<file path="config.mk">
export PLATFORM = sky130hd
export DESIGN_NAME = mprj_io_buffer_reg
export DESIGN_NICKNAME = d
export VERILOG_FILES = /design/src/rtl/mprj_io_buffer_pkg.sv /design/src/rtl/mprj_io_in_chan.sv /design/src/rtl/mprj_io_buffer_reg.sv
export SDC_FILE = /design/constraint.sdc
export NUM_CORES = 1
export LEC_CHECK = 0
export CAP_MARGIN = 20
export CORE_AREA = 2 2 112 81
export CTS_CLUSTER_SIZE = 16
export DETAILED_ROUTE_END_ITERATION = 10
export DIE_AREA = 0 0 114 83
export PLACE_DENSITY = 0.82
export SLEW_MARGIN = 10
export SYNTH_ARGS = -nofsm -noshare
export SYNTH_HDL_FRONTEND = slang
export SYNTH_HIERARCHICAL = 1
export SYNTH_SLANG_ARGS = --single-unit
export TNS_END_PERCENT = 10
</file>
<file path="constraint.sdc">
create_clock -name clock -period 0.8 [get_ports clock]
set_input_delay 0.16 -clock clock [delete_from_list [all_inputs] [get_ports clock]]
set_output_delay 0.16 -clock clock [all_outputs]
set_load 0.05 [all_outputs]
</file>
<file path="src/rtl/mprj_io_buffer_pkg.sv">
// Shared constants for the management GPIO buffer: default widths, reset levels,
// legal parameter ranges and the debounce counter width.
package mprj_io_buffer_pkg;

  localparam int IN_WIDTH_DEF  = 18;
  localparam int OUT_WIDTH_DEF = 18;
  localparam int OEB_WIDTH_DEF = 3;

  // Output enables are active-low, so every oeb flop resets to 1 (pads tri-stated).
  localparam logic OEB_RST_BIT = 1'b1;

  localparam int SYNC_STAGES_MIN = 2;
  localparam int SYNC_STAGES_MAX = 4;
  localparam int OUT_STAGES_MIN  = 1;
  localparam int OUT_STAGES_MAX  = 3;
  localparam int DEB_CYCLES_MIN  = 2;
  localparam int DEB_CYCLES_MAX  = 15;

  localparam int DEB_CNT_W = 4;

  function automatic bit in_range(input int val, input int lo, input int hi);
    return (val >= lo) && (val <= hi);
  endfunction

endpackage

</file>
<file path="src/rtl/mprj_io_in_chan.sv">
// One pad input channel: synchroniser, optional debounce (MPRJ_IO_DEBOUNCE_EN), hold register, sticky change flag.
// Latency: SYNC_STAGES+1 clocks, or SYNC_STAGES+DEB_CYCLES+1 with debounce.
// Backpressure: none; freeze holds in_buf while the synchroniser keeps running.
module mprj_io_in_chan #(
  parameter int SYNC_STAGES = 2
`ifdef MPRJ_IO_DEBOUNCE_EN
  , parameter int DEB_CYCLES = 4
`endif
) (
  input  logic clock,
  input  logic resetn,
  input  logic pin,
  input  logic freeze,
  input  logic chg_clr,
  output logic in_buf,
  output logic in_change
);
  import mprj_io_buffer_pkg::*;

  logic [SYNC_STAGES-1:0] sync_q;
  logic                   sync_bit;
  logic                   load;

  always_ff @(posedge clock or negedge resetn) begin
    if (!resetn) begin
      sync_q <= '0;
    end else begin
      sync_q <= {sync_q[SYNC_STAGES-2:0], pin};
    end
  end

  assign sync_bit = sync_q[SYNC_STAGES-1];

`ifdef MPRJ_IO_DEBOUNCE_EN
  localparam logic [DEB_CNT_W-1:0] DEB_LIM = DEB_CNT_W'(DEB_CYCLES);

  logic [DEB_CNT_W-1:0] deb_cnt;
  logic                 deb_done;

  assign deb_done = (deb_cnt == DEB_LIM);

  // Counter parks at DEB_LIM while frozen so the qualified edge lands on release.
  always_ff @(posedge clock or negedge resetn) begin
    if (!resetn) begin
      deb_cnt <= '0;
    end else if (sync_bit == in_buf) begin
      deb_cnt <= '0;
    end else if (deb_done) begin
      if (!freeze) begin
        deb_cnt <= '0;
      end
    end else begin
      deb_cnt <= deb_cnt + 1'b1;
    end
  end

  assign load = !freeze && deb_done && (sync_bit != in_buf);
`else
  assign load = !freeze;
`endif

  // A new set wins over a coincident clear.
  always_ff @(posedge clock or negedge resetn) begin
    if (!resetn) begin
      in_buf    <= 1'b0;
      in_change <= 1'b0;
    end else begin
      if (load) begin
        in_buf <= sync_bit;
      end
      in_change <= (load && (sync_bit != in_buf)) || (in_change && !chg_clr);
    end
  end

endmodule

</file>
<file path="src/rtl/mprj_io_buffer_reg.sv">
// Registered management GPIO buffer; optional MPRJ_IO_DEBOUNCE_EN input debounce, USE_POWER_PINS adds VDD/VSS.
// Latency: inputs SYNC_STAGES+1 (+DEB_CYCLES with debounce), out/oeb OUT_STAGES clocks.
// Backpressure: none; freeze holds in_buf and the final out/oeb stage.
module mprj_io_buffer_reg
  import mprj_io_buffer_pkg::*;
#(
  parameter int IN_WIDTH    = IN_WIDTH_DEF,
  parameter int OUT_WIDTH   = OUT_WIDTH_DEF,
  parameter int OEB_WIDTH   = OEB_WIDTH_DEF,
  parameter int SYNC_STAGES = 2,
  parameter int OUT_STAGES  = 1,
  parameter int DEB_CYCLES  = 4
) (
`ifdef USE_POWER_PINS
  inout  wire                  VDD,
  inout  wire                  VSS,
`endif
  input  logic                 clock,
  input  logic                 resetn,
  input  logic [IN_WIDTH-1:0]  mgmt_gpio_in,
  output logic [IN_WIDTH-1:0]  mgmt_gpio_in_buf,
  input  logic [OUT_WIDTH-1:0] mgmt_gpio_out,
  output logic [OUT_WIDTH-1:0] mgmt_gpio_out_buf,
  input  logic [OEB_WIDTH-1:0] mgmt_gpio_oeb,
  output logic [OEB_WIDTH-1:0] mgmt_gpio_oeb_buf,
  input  logic                 freeze,
  output logic [IN_WIDTH-1:0]  in_change,
  input  logic [IN_WIDTH-1:0]  in_change_clr
);

  if (!in_range(SYNC_STAGES, SYNC_STAGES_MIN, SYNC_STAGES_MAX)) begin : g_bad_sync
    $error("mprj_io_buffer_reg: SYNC_STAGES must be 2..4");
  end
  if (!in_range(OUT_STAGES, OUT_STAGES_MIN, OUT_STAGES_MAX)) begin : g_bad_out
    $error("mprj_io_buffer_reg: OUT_STAGES must be 1..3");
  end
  if (!in_range(DEB_CYCLES, DEB_CYCLES_MIN, DEB_CYCLES_MAX)) begin : g_bad_deb
    $error("mprj_io_buffer_reg: DEB_CYCLES must be 2..15");
  end
  if (DEB_CYCLES_MAX >= (1 << DEB_CNT_W)) begin : g_bad_cnt_w
    $error("mprj_io_buffer_reg: debounce counter too narrow for DEB_CYCLES_MAX");
  end
  if (IN_WIDTH < 1 || OUT_WIDTH < 1 || OEB_WIDTH < 1) begin : g_bad_width
    $error("mprj_io_buffer_reg: widths must be at least 1");
  end

  for (genvar i = 0; i < IN_WIDTH; i++) begin : g_in
    mprj_io_in_chan #(
      .SYNC_STAGES (SYNC_STAGES)
`ifdef MPRJ_IO_DEBOUNCE_EN
      , .DEB_CYCLES (DEB_CYCLES)
`endif
    ) u_chan (
      .clock     (clock),
      .resetn    (resetn),
      .pin       (mgmt_gpio_in[i]),
      .freeze    (freeze),
      .chg_clr   (in_change_clr[i]),
      .in_buf    (mgmt_gpio_in_buf[i]),
      .in_change (in_change[i])
    );
  end

  // Data and enable travel as one word so they can never slip relative to each other.
  typedef struct packed {
    logic [OUT_WIDTH-1:0] dat;
    logic [OEB_WIDTH-1:0] oeb;
  } drv_t;

  localparam drv_t DRV_RST = '{dat: '0, oeb: {OEB_WIDTH{OEB_RST_BIT}}};

  drv_t [OUT_STAGES-1:0] pipe_q;
  drv_t [OUT_STAGES-1:0] pipe_d;

  always_comb begin
    pipe_d    = '0;
    pipe_d[0] = '{dat: mgmt_gpio_out, oeb: mgmt_gpio_oeb};
    for (int k = 1; k < OUT_STAGES; k++) begin
      pipe_d[k] = pipe_q[k-1];
    end
  end

  // Upstream stages keep shifting under freeze, so release picks up the newest data directly.
  always_ff @(posedge clock or negedge resetn) begin
    if (!resetn) begin
      pipe_q <= {OUT_STAGES{DRV_RST}};
    end else begin
      for (int k = 0; k < OUT_STAGES - 1; k++) begin
        pipe_q[k] <= pipe_d[k];
      end
      if (!freeze) begin
        pipe_q[OUT_STAGES-1] <= pipe_d[OUT_STAGES-1];
      end
    end
  end

  assign mgmt_gpio_out_buf = pipe_q[OUT_STAGES-1].dat;
  assign mgmt_gpio_oeb_buf = pipe_q[OUT_STAGES-1].oeb;

endmodule

</file>
# --- Yosys cells after proc, flatten, opt, wreduce, memory -nomap -nowiden ---
# Index checks and enable logic that the tools add are counted.
classes:
  eq_ne: 18
  n_reduce_logical: 73
ops:
  columns: ["op", "count"]
  rows:
  - ["logical AND 1 bit", 36]
  - ["zero test 1 bit", 19]
  - ["logical OR 1 bit", 18]
  - ["!= test 1 bit", 18]
totals:
  regBits: 93
  input_bits: 60
  out_inout_bits: 57
  elab_cells: 147

# --- Logic depth before layout (Yosys ltp) ---
# Gate-level depths: netlist (run 1).
depth:
  ltp_word: 3
  ltp_mapped: 2
  mapped_depth_nobuf: 2

# --- By module ---
# Netlist (run 1), hierarchy kept.
modules_own_cells:
  columns: ["mod", "instances", "cells_each", "area_per_inst_um2", "seq_area_each_um2"]
  rows:
  - ["mprj_io_in_chan", 18, 8, 133.9, 100.1]
  - ["mprj_io_buffer_reg", 1, 44, 863.3, 529.3]

# --- Worst setup path before layout (run 1) ---
# No wires, ideal clock.
synth_timing:
  path_type: "register -> register"
  from: "reg, netlist name g_in[0].u_chan/in_buf"
  to: "reg g_in[0].u_chan.in_buf"
  setup_time_ps: 125
  arrival_time_ps: 883
  required_ps: 675
  slack_ps: -208
  stages_incl_launch_ff: 2
  n_path_buf: 0
  period_less_slack_ps: 1008
  cell_sequence: "dfrtp_1 > mux2_4"
synth_lines:
  columns: ["item", "line", "source"]
  rows:
  - ["end signal, assigned", "mprj_io_in_chan.sv:69", "in_buf <= sync_bit;"]
  - ["end, declared", "mprj_io_in_chan.sv:15", "output logic in_buf,"]

# --- Final worst setup path (run 1) ---
layout_timing:
  from: "reg pipe_q (netlist bit mgmt_gpio_oeb_buf[2])"
  to: "out mgmt_gpio_oeb_buf[2]"
layout_lines:
  columns: ["item", "line", "source"]
  rows:
  - ["start, declared", "mprj_io_buffer_reg.sv:72", "drv_t [OUT_STAGES-1:0] pipe_q;"]
  - ["start signal, assigned", "mprj_io_buffer_reg.sv:86", "pipe_q <= {OUT_STAGES{DRV_RST}};"]
  - ["start signal, assigned by index", "mprj_io_buffer_reg.sv:89", "pipe_q[k] <= pipe_d[k];"]
  - ["start signal, assigned by index", "mprj_io_buffer_reg.sv:92", "pipe_q[OUT_STAGES-1] <= pipe_d[OUT_STAGES-1];"]
  - ["end, declared", "mprj_io_buffer_reg.sv:25", "output logic [OEB_WIDTH-1:0] mgmt_gpio_oeb_buf,"]
# No word-level cell between the ends.

==> key figures, run 1 <==
Route
  • WL per Instance: 15.5 um
  • ANT nets after route: 0
  • Total wire length: 6.93 mm
  • Iteration-0 DRC Markers: 53
  • DRC Markers: 0
  • Routed vias/inst: ~4.5
  • Vias post-DR: 2020
  • DRT Pass-1 Iters: 4

Worst setup path
  • CP max stage cell: dfstp_2
  • Largest stage delay, worst path: 0.56 ns
  • WS Path Type: flip-flop to output port
  • Crit path DAT: around 1.0 ns
  • Worst path bufs/invs: 1
  • WP data required: 0.64 ns
  • Top delay family on crit path: flip-flops
  • CP endpoint kind: output port
  • Critical path fanouts, max: 2
  • Critical Path Source Type: flip-flop
  • CP Cell Sequence: buf_12
  • RR Startpoint: g_in[13].u_chan/in_buf
  • Setup crit start: mgmt_gpio_oeb_buf[2]

Global routing
  • GR Util met3: 0.0745
  • GRT met2 Usage: 0.251
  • Gr usage total: 0.159
  • Pin count of the biggest net entering global routing: 30
  • Initial antenna violation count: 0
  • M1 GR Usage: 0.193
  • Busiest grt layer: met2
  • Grt ovf: 0
  • First-pass GRT wire length: 11.4 mm
  • Vias in the first global route: 2253

Die
  • Die area: 0.00946 mm^2
  • Chip height: between 80 and 90 um
  • Die width: 114 um
  • Starting Density: 0.393
  • Site row count: 28
  • Area of the core: 0.00834 mm^2
  • Num ports: 117

STA
  • Fin. Hold Viols: 0
  • Worst setup margin: -0.400 ns
  • Final setup viols: approximately 90
  • Slew @ Worst Pin: 0.215 ns
  • Final min period: around 1.2 ns
  • Rel. slew slack: 0.857
  • RSZ-0062 raised after global routing: yes
  • Period utilization: 1.50
  • TNS Setup: -18.59 ns
  • Fin Clk Skew: 0.00586 ns
  • FMAX: 833 MHz
  • Slew Limit Fails: 0

Clocking
  • Clock sink count: 93
  • Worst-skew pair later-pin latency: 0.34 ns
  • CTS buffer count: 9
  • # H-tree levels: 3
  • Root buffer cell: clkbuf_16
  • Worst-path clk slew: approximately 0.070 ns
  • Max clock buf depth: 2
  • TritonCTS clock tree: yes

Layout
  • Most common cell after layout, fill and taps aside: buf_12
  • Ant. Diodes: 0
  • Ratio of cells with drive above 1 in the final layout: 0.553
  • Commonest non-fill, non-tap cells in the layout: buf_12, clkdlybuf4s50_1, dfrtp_1
  • Layout area overhead: 79.1%
  • Area of the multi-input gates: 961 um^2
  • Layout Nets: 397
  • Register area: about 0.0024 mm^2
  • Core Util, Final: 0.703
  • Filler cells: 551
  • Fin area: 0.00586 mm^2

Synthesis
  • Syn Area/Cell: 17.4 um^2
  • Yosys reg bits: 93
  • Synthesized instance count: 188
  • Synth cell types: 8
  • Syn nets: about 250
  • Sequential fraction of the synthesis area: 0.712
  • Post-Syn Area: 0.00327 mm^2
  • Yosys Warn Count: 6

Place
  • DP HPWL: 5.02 mm
  • Placed cell areas: 0.00531 mm^2
  • Routability cong.: approximately 0.75
  • Number of I/O port buffers: 116

Worst hold path
  • Hold crit path type: input port to async pin

Status
  • Status: finished with violations
  • Failing checks: negative setup slack

Power and ir drop
  • Power per cell area: 2380 mW/mm^2
  • Peak supply drop: 1.74 mV
  • Leakage: 2.66 nW

Flow run
  • MaxCap Viol Count: 0
==> final timing paths <==
check	endpoint	slack [ns]	cells after the start
min in group clock	g_in[9].u_chan/sync_q[0]	0.26	1
max	mgmt_gpio_oeb_buf[2]	-0.40	1
max reg2reg	g_in[13].u_chan/in_buf	-0.14	2
max in group asynchronous	mgmt_gpio_oeb_buf[1]	0.11	3
min	g_in[7].u_chan/sync_q[0]	0.21	2
min reg2reg	g_in[16].u_chan/sync_q[1]	0.35	0
==> layer usage <==
layer,up-vias,routed length (um)
met2,77,3500
li1,933,-
met3,9,602
met1,1001,2750
met4,0,82
met5,-,0
==> layout make-up <==
class / count / area share
Sequential cell: 93 / 0.405
Timing Repair Buffer: 140 / 0.346
Multi-Input combinational cell: 75 / 0.164
Clock buffer: 11 / 0.0414
Tap cell: 105 / 0.0224
Inverter: 18 / 0.0115
Clock inverter: 5 / 0.00982
==> repair_timing <==
action,CTS,global route
pin swaps,11,2
gates resized for setup,12,13
endpoints found under the setup margin,96,110
endpoints found under the hold margin,90,0
hold buffers,1,0
setup buffers,6,7
==> registers in the layout (all words and copies together) (netlist names) <==
signal                 flops
g_in.u_chan/in_buf        18
g_in.u_chan/in_change     18
g_in.u_chan/sync_q        36
mgmt_gpio_oeb_buf          3
mgmt_gpio_out_buf         18
==> report_power, final <==
part	switching [mW]	total, mW	internal, mW
clock	1.71	4.23	2.52
sequential	0.476	5.66	5.18
combinational	1.82	4.05	2.23
==> per-stage QoR <==
step	total power [mW]	std cells	hold slack, ns	setup WS, ns
global placement	9.50	417	0.0325	-0.163
floorplan	7.31	188	-0.136	-0.117
finish	13.9	447	0.212	-0.400
detailed placement	9.58	417	0.0300	-0.163
global route	14.5	447	0.211	-0.435
CTS	14.0	440	0.201	-0.417
==> synth_stat cells <==
| library cell | count | share of area |
|---|---|---|
| dfrtp_1 | 90 | 0.69 |
| mux2_4 | 38 | 0.17 |
| inv_1 | 18 | 0.021 |
| o22ai_1 | 18 | 0.034 |
| xnor2_1 | 18 | 0.048 |
| dfstp_2 | 3 | 0.024 |
| buf_6 | 2 | 0.0069 |
| mux2_2 | 1 | 0.0034 |
==> kinds of logic after synthesis <==
logic type,count (synthesis),share of synthesized area
AOI/OAI and AO/OA,18,0.0344
xor gates and xnor gates,18,0.0482
buffers and inverters,20,0.0275
muxes,39,0.178
DFF,93,0.712
Note: power is estimated with default switching activity, not from simulation.
==> run 2, diff against run 1 <==
--- a/config.mk
+++ b/config.mk
@@ -11,7 +11,6 @@
 export DETAILED_ROUTE_END_ITERATION = 10
 export DIE_AREA = 0 0 114 83
 export PLACE_DENSITY = 0.82
-export SLEW_MARGIN = 10
 export SYNTH_ARGS = -nofsm -noshare
 export SYNTH_HDL_FRONTEND = slang
 export SYNTH_HIERARCHICAL = 1
==> results of run 2 <==
Same layout as run 1: the final DEF is identical, and so are final timing and power.
